[config.mk]
export PLATFORM = sky130hd
export DESIGN_NAME = note_tone_gen
export DESIGN_NICKNAME = d
export VERILOG_FILES = /design/src/rtl/tone_pkg.sv /design/src/rtl/note_period_lut.sv /design/src/rtl/note_tone_gen.sv
export SDC_FILE = /design/constraint.sdc
export NUM_CORES = 1
export LEC_CHECK = 0
export ABC_CLOCK_PERIOD_IN_PS = 8200
export BUFFER_PORTS_ARGS = -buffer_cell sky130_fd_sc_hd__buf_2
export CORE_MARGIN = 4
export CORE_UTILIZATION = 64
export CTS_CLUSTER_SIZE = 14
export DETAILED_ROUTE_END_ITERATION = 6
export PLACE_DENSITY = 0.82
export SLEW_MARGIN = 20
export SYNTH_ARGS = -nofsm -noshare
export SYNTH_HDL_FRONTEND = slang
export SYNTH_HIERARCHICAL = 1
export SYNTH_SLANG_ARGS = --single-unit
[constraint.sdc]
create_clock -name iClk -period 8.2 [get_ports iClk]
set_clock_uncertainty 0.2 [all_clocks]
set_input_delay 1.64 -clock iClk [delete_from_list [all_inputs] [get_ports iClk]]
set_output_delay 1.64 -clock iClk [all_outputs]
set_load 0.1 [all_outputs]
[src/rtl/tone_pkg.sv]
// Shared constants for the buzzer tone path: playable key range, semitone table,
// and the clock-scaled half-period base table.
package tone_pkg;

   localparam logic [7:0] KEY_LO    = 8'd28;
   localparam logic [7:0] KEY_HI    = 8'd75;
   localparam logic [7:0] REST_CODE = 8'd100;

   // C6..B6 in centi-Hz; C6 and D#6 are trimmed so the rounded 100 MHz bases land on the board's tuning
   localparam longint unsigned SEMI_CHZ [12] = '{
      64'd104649, 64'd110873, 64'd117466, 64'd124449, 64'd131851, 64'd139691,
      64'd147998, 64'd156798, 64'd166122, 64'd176000, 64'd186466, 64'd197553
   };

   typedef enum logic {IDLE, TONE} toneState_t;

   // Returns 12 packed 16-bit entries, round(clkHz / (2 * f)), entry s at [s*16 +: 16].
   function automatic logic [191:0] calcBaseTable(input longint unsigned clkHz);
      logic [191:0]    tbl;
      longint unsigned q;
      tbl = '0;
      for (int s = 0; s < 12; s++) begin
         q = (clkHz * 64'd50 + SEMI_CHZ[s] / 64'd2) / SEMI_CHZ[s];
         tbl[s*16 +: 16] = q[15:0];
      end
      return tbl;
   endfunction

endpackage

[src/rtl/note_period_lut.sv]
// Combinational key-code to half-period lookup, shared with the LED note display.
// Octave/semitone split uses compare/subtract so no divider is built.
module note_period_lut
   import tone_pkg::*;
#(
   parameter int unsigned CLK_HZ = 100_000_000
)
(
   input  logic [7:0]  code,
   output logic        valid,
   output logic [18:0] half
);

   localparam logic [191:0] BASE_TBL = calcBaseTable(64'(CLK_HZ));

   logic [7:0]  idx;
   logic [7:0]  semi;
   logic [1:0]  octave;
   logic [15:0] base;

   always_comb begin
      valid = (code >= KEY_LO) && (code <= KEY_HI);
      idx   = code - KEY_LO;
      if (idx >= 8'd36) begin
         octave = 2'd3;
         semi   = idx - 8'd36;
      end else if (idx >= 8'd24) begin
         octave = 2'd2;
         semi   = idx - 8'd24;
      end else if (idx >= 8'd12) begin
         octave = 2'd1;
         semi   = idx - 8'd12;
      end else begin
         octave = 2'd0;
         semi   = idx;
      end
      base = 16'd0;
      for (int s = 0; s < 12; s++) begin
         if (semi == 8'(s)) base = BASE_TBL[s*16 +: 16];
      end
      half = valid ? ({3'b000, base} << (2'd3 - octave)) : 19'd0;
   end

endmodule

[src/rtl/note_tone_gen.sv]
// Piano-key note code to buzzer square wave with PWM volume gating.
//   state | meaning
//   IDLE  | silent, counter and phase held at 0, waiting for a playable key
//   TONE  | counting half-periods of the current key, phase toggles at each boundary
module note_tone_gen
   import tone_pkg::*;
#(
   parameter int unsigned CLK_HZ = 100_000_000
)
(
   input  logic       iClk,
   input  logic       iReset,
   input  logic       iEnable,
   input  logic [7:0] iFreq,
   input  logic [2:0] iVolume,
   output logic       oBuzzer,
   output logic       oPlaying
);

   logic [7:0]  codeQ;
   logic        enQ;
   logic        lutValid;
   logic [18:0] lutHalf;
   logic        toneValid;

   toneState_t  state;
   logic [18:0] counter;
   logic        phase;
   logic [2:0]  volQ;
   logic [2:0]  pwm;
   logic [7:0]  playCode;

   note_period_lut #(.CLK_HZ(CLK_HZ)) uLut (
      .code  (codeQ),
      .valid (lutValid),
      .half  (lutHalf)
   );

   assign toneValid = enQ && lutValid;

   always_ff @(posedge iClk or posedge iReset) begin
      if (iReset) begin
         codeQ    <= 8'd0;
         enQ      <= 1'b0;
         state    <= IDLE;
         counter  <= 19'd0;
         phase    <= 1'b0;
         volQ     <= 3'd0;
         pwm      <= 3'd0;
         playCode <= 8'd0;
         oBuzzer  <= 1'b0;
         oPlaying <= 1'b0;
      end else begin
         codeQ    <= iFreq;
         enQ      <= iEnable;
         pwm      <= pwm + 3'd1;
         oBuzzer  <= phase && ((volQ == 3'd7) || (pwm < volQ));
         oPlaying <= (state == TONE);
         case (state)
            IDLE: begin
               counter <= 19'd0;
               phase   <= 1'b0;
               if (toneValid) begin
                  state    <= TONE;
                  phase    <= 1'b1;
                  volQ     <= iVolume;
                  playCode <= codeQ;
               end
            end
            TONE: begin
               if (!toneValid) begin
                  state   <= IDLE;
                  counter <= 19'd0;
                  phase   <= 1'b0;
               end else if (codeQ != playCode) begin
                  // new key restarts its high phase even if a boundary falls on this cycle
                  counter  <= 19'd0;
                  phase    <= 1'b1;
                  volQ     <= iVolume;
                  playCode <= codeQ;
               end else if (counter == lutHalf - 19'd1) begin
                  counter <= 19'd0;
                  phase   <= ~phase;
                  volQ    <= iVolume;
               end else begin
                  counter <= counter + 19'd1;
               end
            end
            default: begin
               state   <= IDLE;
               counter <= 19'd0;
               phase   <= 1'b0;
            end
         endcase
      end
   end

endmodule

==> impl_metrics.env <==
export IMPL_synth_cell_type_count=84
export IMPL_vias=4475
export IMPL_path_common_cell="ha_1"
export IMPL_die_w_um=92.5
export IMPL_cts_tree="done"
export IMPL_worstPathCellList="ha_1 -> xor2_1 -> inv_1 -> ha_1 -> nand2b_1 -> o21ai_0 -> o221a_2 -> o311a_1 -> o21ai_4 -> o21ai_1 -> a2111oi_2 -> o22ai_1 -> or4_1 -> nor4_2 -> a41oi_1 -> nor4b_1 -> a311o_1 -> nor2_1"
export IMPL_antenna_found_initial=0
export IMPL_max_slew_margin_pct=32.8
export IMPL_cts_clk_slew_worst_paths_ps=100
export IMPL_crit_path_end_kind="register"
export IMPL_postCtsSetupBuffers=0
export IMPL_fin_nets=587
export IMPL_die_area_um2=8550
export IMPL_overflow=0
export IMPL_ys_ff_latch=46
export IMPL_drive_gt1_share_pct=11.1
export IMPL_grt_pass1_vias=4028
export IMPL_cts_resized_gates=0
export IMPL_postSynth_asyncResetShare_pct=100
export IMPL_outcome="complete, but fails checks"
export IMPL_clkSinkCount=46
export IMPL_violations="design-rule violations"
export IMPL_clock_power_share_pct=22.7
export IMPL_drt_initial_drc_count=408
export IMPL_syn_num_nets=597
export IMPL_hold_slack_ps=230
export IMPL_holdCritPathClass="register to register"
export IMPL_reg2regPathDepth=18
export IMPL_fill_cells=580
export IMPL_drt_pass1_iterations=7
export IMPL_p_comb_share_pct=36.8
export IMPL_cp_slowest_cell="dfrtp_1"
export IMPL_grt_pass1_wl_um=19100
export IMPL_area_delta_synth_final_pct=2.33
export IMPL_cts_buffers=5
export IMPL_grt_use_total_pct=27.1
export IMPL_r2r_slack_ps=680
export IMPL_cts_buffer_depth=2
export IMPL_finalSetupViolCount=0
export IMPL_rr_startpoint="codeQ[2]"
export IMPL_ys_warn_count=6
export IMPL_cp_depth=18
export IMPL_startpoint="codeQ[2]"
export IMPL_drtAntennaViolNets=0
export IMPL_syn_inst=569
export IMPL_cap_violations=0
export IMPL_core_area_um2=6870
export IMPL_finalSetupTns_ps=0
export IMPL_p_per_area_nw_per_um2=139
export IMPL_seq_area_frac_synth_pct=25.2
export IMPL_worstMarginPinSlew_ps=1010
export IMPL_synth_area_um2=4570
export IMPL_routabilityCongestion=0.959
export IMPL_wl_per_cell_um=17.5
export IMPL_worst_setup_path_start_kind="register"
export IMPL_pwr_share_seq_pct=40.5
export IMPL_boundaryPins=16
export IMPL_fin_crit_sh_pct=91.7
export IMPL_finalHoldViolCount=0
export IMPL_cp_slowest_stage_delay_ps=730
export IMPL_hpwlAfterDp_um=8280
export IMPL_crit_buf_inv=1
export IMPL_required_ps=8170
export IMPL_cp_endpoint="counter[10]"
export IMPL_cp_max_fo=19
export IMPL_start_util_pct=66.5
export IMPL_synth_edf_count=0
export IMPL_drt_wl_total_um=11500
export IMPL_max_vdd_ir_drop_v=0.000160
export IMPL_synth_main_ff_cell="dfrtp_1"
export IMPL_antennaDiodeCount=0
export IMPL_critPathKind="register to register"
export IMPL_syn_area_per_cell_um2=8.03
export IMPL_htreeDepth=2
export IMPL_drc=4
export IMPL_clock_latency_ps=320
export IMPL_switching_power_uw=254
export IMPL_switching_share_pct=39.1
export IMPL_die_h_um=92.5
export IMPL_cts_root_buffer_cell="clkbuf_8"
export IMPL_max_freq_ghz=0.133
export IMPL_fin_crit_ps=7520
export IMPL_drt_vias_per_instance=6.82
export IMPL_p_leak_nw=1.82
export IMPL_drv_slew=0
export IMPL_critPathTopFamily="compound AO/OA/AOI/OAI gates"
export IMPL_grt_setup_unrepaired="no"
export IMPL_cts_hold_buf=0
export IMPL_intPower_uw=396
export IMPL_portBuffers=15
export IMPL_grt_max_degree=47
export IMPL_cp_arrival_ps=7500
export IMPL_rows=30
export IMPL_r2r_end="counter[10]"
## cells in the final DEF, fill, tap and decap left out, types with 6 or more instances in the layout
master    netlist  final
nor2_1         71     71
nand2_1        48     48
dfrtp_1        46     46
xnor2_1        33     33
nand3_1        27     27
o21ai_0        27     26
xor2_1         25     25
a21oi_1        21     21
inv_1          18     17
o22ai_1        16     16
buf_2           9     15
nor3_1         14     14
ha_1           14     14
or3_1          10     10
mux2_2          9      9
nand4_1         9      9
a31oi_1         8      8
nor2b_1         6      6
o211ai_1        6      6
a211o_1         6      6
and3_1          6      6
## synthesized netlist by cell type (4+ instances only)
library cell	number	area, µm²
buf_2	9	45.0
a21oi_1	21	105
mux2_2	9	101
dfrtp_1	46	1150
o221a_2	5	56.3
xnor2_1	33	289
ha_1	14	175
o211ai_1	6	45.0
a211oi_1	5	37.5
buf_4	6	45.0
a211o_1	6	52.6
nor4_1	5	31.3
inv_1	18	67.6
a22oi_1	4	30.0
or4_1	4	30.0
and3_1	6	37.5
or3_1	10	62.6
nor3_1	14	70.1
nand3_1	27	135
nand2_1	48	180
nor2_1	71	267
buf_6	4	45.0
xor2_1	25	219
o21ai_0	27	135
clkbuf_1	13	48.8
nand2b_1	5	31.3
a21boi_0	4	30.0
nor2b_1	6	37.5
a31oi_1	8	50.1
o22ai_1	16	100
nand4_1	9	56.3
## final cells by class
type	instances	area [µm²]	area share (%)
Multi-Input combinational cell	471	3160	67.5
Tap cell	96	120	2.57
Inverter	19	71.3	1.53
Timing Repair Buffer	16	82.6	1.77
Sequential cell	46	1150	24.6
Clock buffer	5	68.8	1.47
Clock inverter	3	23.8	0.509
## layer usage
layer / wire length, µm / vias up / track usage, %
met3: 903 / 46 / 3.82
li1: - / 2084 / -
met1: 4870 / 2102 / 36.5
met2: 5440 / 243 / 45.0
met5: 0 / - / 0
met4: 263 / 0 / 8.54
## worst register-to-register path, delay by kind of cell, from the launching register on
family                     cells  cell delay (ps)
AOI/OAI and AO/OA              9             3090
xor gates and xnor gates       1              560
adders and majority gates      2              840
buffers and inverters          1              240
DFF                            1              730
and+or+nand+nor                5             1720
## power by group through the flow
stage | Clock, mW | Sequential [mW] | Combinational, mW
6_report | 0.148 | 0.263 | 0.239
5_1_grt | 0.160 | 0.266 | 0.261
4_1_cts | 0.148 | 0.263 | 0.233
3_5_place_dp | 0 | 0.267 | 0.232
3_3_place_gp | 0 | 0.266 | 0.225
2_1_floorplan | 0 | 0.261 | 0.195
## sequential cells by signal, summed over array words and instances, names as in the netlist
name	flops
counter	19
oPlaying	1
state	1
enQ	1
oBuzzer	1
volQ	3
codeQ	8
pwm	3
playCode	8
phase	1
## logic make-up after synthesis
| logic type | after synthesis | synth area share (%) |
|---|---|---|
| compound gates | 158 | 25.6 |
| xor+xnor | 61 | 12.2 |
| fa+ha+maj | 15 | 4.08 |
| buf+inv | 52 | 5.70 |
| flops | 46 | 25.2 |
| mux | 11 | 2.66 |
| simple gates | 226 | 24.6 |
## how the worst min path moves through the flow
stage          slack (ps)   from  cells past startpoint       end
6_report              230  state                      0  oPlaying
5_1_grt               260  state                      0  oPlaying
4_1_cts               230  state                      0  oPlaying
3_5_place_dp          200  state                      0  oPlaying
3_3_place_gp          210  state                      0  oPlaying
2_1_floorplan         170  state                      0  oPlaying
## stage by stage
step	instances	power [mW]	util (%)	worst slack (ps)	instance area, µm²
floorplan	569	0.456	-	2430	4570
global placement	648	0.491	66.7	1050	4580
detailed placement	648	0.499	66.7	948	4580
CTS	656	0.644	68.0	829	4670
global route	656	0.687	68.0	160	4670
finish	656	0.650	68.0	678	4670
Power figures use the tool's default switching activity.
